[src/rtl/keypad_matrix_scan.sv]
// rtl/keypad_matrix_scan.sv - 4x4 keypad row scanner resolving each frame to one key code
// Rows are driven low in turn; synchronized columns are sampled once per row at the end of its drive window.
module keypad_matrix_scan #(
   parameter int CLK_KHZ = 25175,
   parameter int ROW_US  = 40
) (
   input  logic       clk,
   input  logic       rst,
   output logic [3:0] row_out,
   input  logic [3:0] col_in,
   output logic [4:0] key_code,
   output logic       multi,
   output logic       frame_done
);

   localparam int ROW_CYC = CLK_KHZ * ROW_US / 1000;
   localparam int CNT_W   = (ROW_CYC > 1) ? $clog2(ROW_CYC) : 1;
   localparam logic [CNT_W-1:0] CNT_LAST = CNT_W'(ROW_CYC - 1);

   if (ROW_CYC < 4) begin : g_row_cyc_check
      $error("keypad_matrix_scan: ROW_CYC must be at least 4");
   end

   typedef enum logic [1:0] {
      S_IDLE,
      S_DRIVE,
      S_SAMPLE,
      S_UPDATE
   } state_t;

   state_t           state_q, state_d;
   logic [1:0]       row_q, row_d;
   logic [CNT_W-1:0] cnt_q, cnt_d;
   logic [3:0]       col_s1_q, col_s_q;
   logic [4:0]       first_code_q, first_code_d;
   logic [1:0]       hit_cnt_q, hit_cnt_d;
   logic [4:0]       key_code_q, key_code_d;
   logic             multi_q, multi_d;
   logic             frame_done_q, frame_done_d;
   logic [4:0]       code;

   always_comb begin
      state_d      = state_q;
      row_d        = row_q;
      cnt_d        = cnt_q;
      first_code_d = first_code_q;
      hit_cnt_d    = hit_cnt_q;
      key_code_d   = key_code_q;
      multi_d      = multi_q;
      frame_done_d = 1'b0;
      row_out      = 4'b1111;
      code         = 5'd0;

      case (state_q)
         S_IDLE: begin
            state_d = S_DRIVE;
            row_d   = 2'd0;
            cnt_d   = '0;
         end
         S_DRIVE: begin
            row_out = ~(4'b0001 << row_q);
            if (cnt_q == CNT_LAST) begin
               state_d = S_SAMPLE;
            end else begin
               cnt_d = cnt_q + CNT_W'(1);
            end
         end
         S_SAMPLE: begin
            row_out = ~(4'b0001 << row_q);
            // Rows and columns are visited in ascending order, so the first hit is the lowest code.
            for (int c = 0; c < 4; c++) begin
               if (!col_s_q[c]) begin
                  code = 5'({row_q, 2'(c)}) + 5'd1;
                  if (hit_cnt_d == 2'd0) begin
                     first_code_d = code;
                  end
                  if (hit_cnt_d != 2'd2) begin
                     hit_cnt_d = hit_cnt_d + 2'd1;
                  end
               end
            end
            if (row_q != 2'd3) begin
               row_d   = row_q + 2'd1;
               cnt_d   = '0;
               state_d = S_DRIVE;
            end else begin
               // Results are registered on entry to UPDATE so they are valid alongside frame_done.
               key_code_d   = (hit_cnt_d == 2'd1) ? first_code_d : 5'd0;
               multi_d      = (hit_cnt_d == 2'd2);
               frame_done_d = 1'b1;
               state_d      = S_UPDATE;
            end
         end
         S_UPDATE: begin
            first_code_d = 5'd0;
            hit_cnt_d    = 2'd0;
            row_d        = 2'd0;
            cnt_d        = '0;
            state_d      = S_DRIVE;
         end
         default: begin
            state_d = S_IDLE;
         end
      endcase
   end

   always_ff @(posedge clk) begin
      if (rst) begin
         state_q      <= S_IDLE;
         row_q        <= 2'd0;
         cnt_q        <= '0;
         col_s1_q     <= 4'b1111;
         col_s_q      <= 4'b1111;
         first_code_q <= 5'd0;
         hit_cnt_q    <= 2'd0;
         key_code_q   <= 5'd0;
         multi_q      <= 1'b0;
         frame_done_q <= 1'b0;
      end else begin
         state_q      <= state_d;
         row_q        <= row_d;
         cnt_q        <= cnt_d;
         col_s1_q     <= col_in;
         col_s_q      <= col_s1_q;
         first_code_q <= first_code_d;
         hit_cnt_q    <= hit_cnt_d;
         key_code_q   <= key_code_d;
         multi_q      <= multi_d;
         frame_done_q <= frame_done_d;
      end
   end

   assign key_code   = key_code_q;
   assign multi      = multi_q;
   assign frame_done = frame_done_q;

endmodule

[config.mk]
export PLATFORM = sky130hd
export DESIGN_NAME = keypad_matrix_scan
export DESIGN_NICKNAME = d
export VERILOG_FILES = /design/src/rtl/keypad_matrix_scan.sv
export SDC_FILE = /design/constraint.sdc
export NUM_CORES = 1
export LEC_CHECK = 0
export ABC_AREA = 1
export CELL_PAD_IN_SITES_DETAIL_PLACEMENT = 0
export CELL_PAD_IN_SITES_GLOBAL_PLACEMENT = 1
export CORE_MARGIN = 10
export CORE_UTILIZATION = 44
export DETAILED_ROUTE_END_ITERATION = 6
export GPL_ROUTABILITY_DRIVEN = 0
export PLACE_DENSITY = 0.88
export SLEW_MARGIN = 20
export SYNTH_ARGS = -nofsm -noshare
export SYNTH_HDL_FRONTEND = slang
export SYNTH_SLANG_ARGS = --single-unit
[constraint.sdc]
create_clock -name clk -period 2.9 [get_ports clk]
set_input_delay 0.58 -clock clk [delete_from_list [all_inputs] [get_ports clk]]
set_output_delay 0.58 -clock clk [all_outputs]
set_load 0.01 [all_outputs]
# Word-level counts from Yosys, hierarchy flattened
# Cells that the tools add are included.
dict set report totals {
  ramBits 0
  latch_bits 0
  ff_bits 36
  memories 0
  rom_bits 0
  inputBits 6
}
dict set report classes {
  mux 34
  shifts 1
  addsub 10
  order_cmp 0
  bitwise_logic 3
  div_mod_pow 0
  multipliers 0
  reduce_logical 13
  eq_ne 14
}
# operator count
set ops {}
lappend ops {{$mux W5} 10}
lappend ops {{$mux W2} 15}
lappend ops {{$pmux W10 S3} 1}
lappend ops {{$add A4 B1 Y5 const B} 4}
lappend ops {{$mux W10} 2}
lappend ops {{$ne A2 B2 Y1 const B} 8}
lappend ops {{$add A10 B1 Y10 const B} 1}
lappend ops {{$add A2 B1 Y2 const B} 5}
lappend ops {{$eq A10 B10 Y1 const B} 1}
lappend ops {{$logic_not A2 Y1} 5}
lappend ops {{$pmux W5 S2} 1}
lappend ops {{$pmux W2 S2} 2}
lappend ops {{$eq A2 B2 Y1 const B} 3}
lappend ops {{$pmux W2 S3} 1}
lappend ops {{$reduce_and A2 Y1} 3}
lappend ops {{$reduce_or A2 Y1} 3}
lappend ops {{$eq A2 B1 Y1 const B} 2}
lappend ops {{$mux W4} 1}
lappend ops {{$not A4 Y4} 1}
lappend ops {{$reduce_bool A2 Y1} 2}
lappend ops {{$shl A1 B2 Y4 const A} 1}
lappend ops {{$not A1 Y1} 2}
lappend ops {{$mux W1} 1}

# Depth between registers and ports, before layout
dict set report logic_depth {
  ltp_word 18
  depth_mapped 17
  mapped_depth_nobuf 17
}

# Worst setup path after synthesis
# OpenSTA, ideal clock, no wires.
dict set report synth_timing {
  kind {register -> register}
  start {register hit_cnt_q[0]}
  end {register key_code_q[4], in the netlist key_code[4]}
  stages_incl_launch_ff 17
  synth_period_minus_slack_ns 1.776
  required_time_ns 2.787
  path_buffers 0
  t_arrival_ns 1.663
  slack_ns 1.124
  path_cell_list {dfxtp_1 -> inv_1 -> ha_1 -> inv_1 -> nand2_2 -> nand2_4 -> nand2_2 -> nand3_2 -> nand2_2 -> nor2_1 -> nor2_4 -> nand2_1 -> nand2_2 -> nand2_2 -> inv_2 -> nand3_1 -> nand2_1}
}
dict set report synth_between {
  elab_chain_len 18
}
# element line
set synth_lines {}
lappend synth_lines {{start: declaration} 36} ;# logic [1:0] hit_cnt_q, hit_cnt_d;
lappend synth_lines {{start signal: assignment} 126} ;# hit_cnt_q <= hit_cnt_d;
lappend synth_lines {{$add A2 B1 Y2 or $ne A2 B2 Y1 (tied branches)} {78, 77}}
lappend synth_lines {{$mux W2} 77} ;# if (hit_cnt_d != 2'd2) begin
lappend synth_lines {{$mux W2} 72} ;# if (!col_s_q[c]) begin
lappend synth_lines {{$mux W2} 54} ;# case (state_q)
lappend synth_lines {{$add A2 B1 Y2 or $ne A2 B2 Y1 (tied branches)} {78, 77}}
lappend synth_lines {{$mux W2} 77}
lappend synth_lines {{$mux W2} 72}
lappend synth_lines {{$mux W2} 54}
lappend synth_lines {{[2 not listed]} --}
lappend synth_lines {{$mux W2} 72}
lappend synth_lines {{$mux W2} 54}
lappend synth_lines {{$add A2 B1 Y2 or $ne A2 B2 Y1 (tied branches)} {78, 77}}
lappend synth_lines {{$mux W2} 77}
lappend synth_lines {{$mux W2} 72}
lappend synth_lines {{$mux W2} 54}
lappend synth_lines {{$eq A2 B1 Y1} 88} ;# key_code_d = (hit_cnt_d == 2'd1) ? first_code_d : 5'd0;
lappend synth_lines {{$mux W5 (*)} 88}
lappend synth_lines {{end signal: assignment} 127} ;# key_code_q <= key_code_d;
lappend synth_lines {{end: declaration} 37} ;# logic [4:0] key_code_q, key_code_d;
# Mark *: on every way between the ends. The rest lies on a longest branch, timed or not. The select of a mux whose other input is x is not followed.
# A chain may end at the register's enable or synchronous reset.

# Final worst setup path
dict set report layout_timing {
  start {register state_q[0]}
  end {output row_out[0]}
}
dict set report layout_between {
  elab_chain_len 3
}
# element line
set layout_lines {}
lappend layout_lines {{start: declaration} 31} ;# state_t state_q, state_d;
lappend layout_lines {{start signal: assignment} 120} ;# state_q <= state_d;
lappend layout_lines {{$eq A2 B2 Y1 or $eq A2 B1 Y1 (tied branches)} 54}
lappend layout_lines {{$reduce_or A2 Y1 (no source line) (*)} --}
lappend layout_lines {{$mux W4 (*)} --}
lappend layout_lines {{end: declaration} 9} ;# output logic [3:0] row_out,
# Mark *: on every way between the ends. The rest lies on a longest branch, timed or not.

==> metrics.cfg <==
[run_status]
status = finished clean

[yosys]
ys_seq_elements = 36
synth_common_cells = 77 x nand2_1, 36 x dfxtp_1, 36 x inv_1, 24 x nand3_1, 22 x a21oi_1
synth_async_sr_flop_share_pct = 0
synth_seq_area_share_pct = 36.0
syn_nets = 307
yosysMostFrequentCell = nand2_1
synth_cells = 290
synth.top_cell.area_share_pct = 36.0
yosysTopAreaCell = dfxtp_1
ys_types = 26
synth_warnings = 0
ys.flop_type = dfxtp_1
synth.cell_area_sq_um = 2000
synth.area.top_cells = dfxtp_1 36%, nand2_1 14%, ha_1 6.9%
syn_area_per_cell_sq_um = 6.91
synth_edf_count = 0

[worst_setup_path]
crit_type = register to output pin
reg2reg_from = state_q[0]$_SDFFE_PP0P_
critical_path_arrival_ns = 1.75
startpoint = state_q[0]$_SDFFE_PP0P_
start_kind = register
cp_max_fo = 6
crit_path_end_kind = output pin
crit_required_ns = 2.32

[drt]
ant_nets = 0
wl_per_cell_um = 11.5
drc = 0
drt_iter0_drc = 84
via_count = 1796
routed_via_density = 4.93
drt_pass1_iterations = 4
wirelength_um = 4170

[sta]
fin_crit_sh_pct = 80.4
fmaxAchievable_mhz = 429
whs_ns = 0.410
finalSetupViolations = 0
rsz0062_at_grt = false
fin_skew_ns = 0.00214
slew_headroom_pct = 63.6
hold_viol_final = 0
finalMaxSlewViolations = 0
tightestPinTransition_ns = 0.544
fin_setup_tns_ns = 0
finalCriticalPeriod_ns = 2.33

[clocking]
clock_latency_ns = 0.29
hold_buffers = 0
htreeDepth = 2
clk_pin_slew_ns = 0.07
cts_made_buffers = 5
clkSinkCount = 36
post_cts_buffers = 0
cts_buffer_depth = 2
tritoncts = yes
ctsRootBufferMaster = clkbuf_8
cts_resized = 0

[die]
die_w_um = 87.5
core-area_sq_um = 4380
start_util_pct = 45.7
fp.dieH_um = 87.5
io_pins = 17
rows = 24
die_area_sq_um = 7650

[finish]
finish.instance_area_sq_um = 2340
drive_gt1_share_pct = 14.4
syn_to_final_growth_pct = 16.6
antenna_cells = 0
fin_nets = 328
fillers = 444

[power_and_ir_drop]
p_leak_nw = 1.08
ir_drop_uv = 298
p_per_area_nw_per_um2 = 534
power.total_mw = 1.25

[grt]
antenna_found_initial = 0
first_global_vias = 1807
overflow = 0
grtUsageTotal_pct = 12.1
grt_pass1_wl_um = 7600
grt_max_degree = 15

[min_path]
hold_path.class = register to register
hold_start = col_s1_q[2]$_SDFF_PP1_

[placed_design]
io_buffer_count = 16
dpl_cell_area_sq_um = 2220
dp_hpwl_um = 3280

[run]
drv_cap = 0

## per-stage QoR
| stage | util, % | cells | worst slack, ns |
|---|---|---|---|
| 6_report | 53.3 | 364 | 0.568 |
| 2_1_floorplan | - | 290 | 1.12 |
| 3_3_place_gp | 50.7 | 356 | 0.792 |
| 3_5_place_dp | 50.7 | 356 | 0.706 |
| 4_1_cts | 53.3 | 364 | 0.553 |
| 5_1_grt | 53.3 | 364 | 0.433 |
## cells by family after synthesis
kind of cell	after synthesis	share of synthesized area (%)
AOI/OAI and AO/OA	35	9.12
xor gates and xnor gates	2	0.875
adders and majority gates	11	6.87
buffers and inverters	43	8.18
DFF	36	36.0
and+or+nand+nor	163	39.0
## routing by layer
layer / share of wire (%) / vias up / GRT usage (%)
met5: 0 / - / 0
met4: 1.2 / 0 / 4.78
met3: 2.9 / 6 / 2.90
met2: 52 / 19 / 22.2
met1: 44 / 807 / 12.7
li1: - / 964 / -
## final timing paths
path	end	slack, ns	cells after the start
min	col_s_q[2]$_SDFF_PP1_	0.41	1
max reg2reg	cnt_q[9]$_SDFFE_PP0P_	0.69	12
max	row_out[0]	0.57	5
min reg2reg	col_s_q[2]$_SDFF_PP1_	0.41	1
## layout by cell type (no fill, tap or decap), types with 8 or more instances in the layout
master           count
nor2_1              19
dfxtp_1             36
nand2_1             77
o21ai_0              9
nand3_1             24
nand2_2             14
a21oi_1             22
ha_1                11
or2_2                8
clkdlybuf4s50_1     16
inv_1               36
## report_power, final
group | switching [mW] | internal [mW]
clock | 0.185 | 0.254
combinational | 0.171 | 0.102
sequential | 0.0187 | 0.517
total | 0.375 | 0.873
## flip-flops by register name, summed over array words and instances, names as in the netlist
name / cells
cnt_q: 10
first_code_q: 5
key_code: 5
col_s1_q: 4
col_s_q: 4
hit_cnt_q: 2
row_q: 2
state_q: 2
frame_done: 1
multi: 1
## area by class of cell
| cell class | instances | area [sq um] | area share, % |
|---|---|---|---|
| clock inverters | 3 | 42.5 | 1.82 |
| repair buffers | 17 | 168 | 7.18 |
| well taps | 52 | 65.1 | 2.79 |
| clock buffers | 5 | 68.8 | 2.95 |
| multi-input cells | 211 | 1120 | 47.9 |
| inverters | 40 | 153 | 6.53 |
| flip-flops and latches | 36 | 721 | 30.9 |
## critical path, stage by stage, from the launching register on
cell and delay [ns]:
dfxtp_1 0.38, inv_1 0.06, ha_1 0.30, inv_1 0.15, nand2_1 0.08, clkdlybuf4s50_1 0.49
No activity file was read; power rests on OpenSTA's default activity.
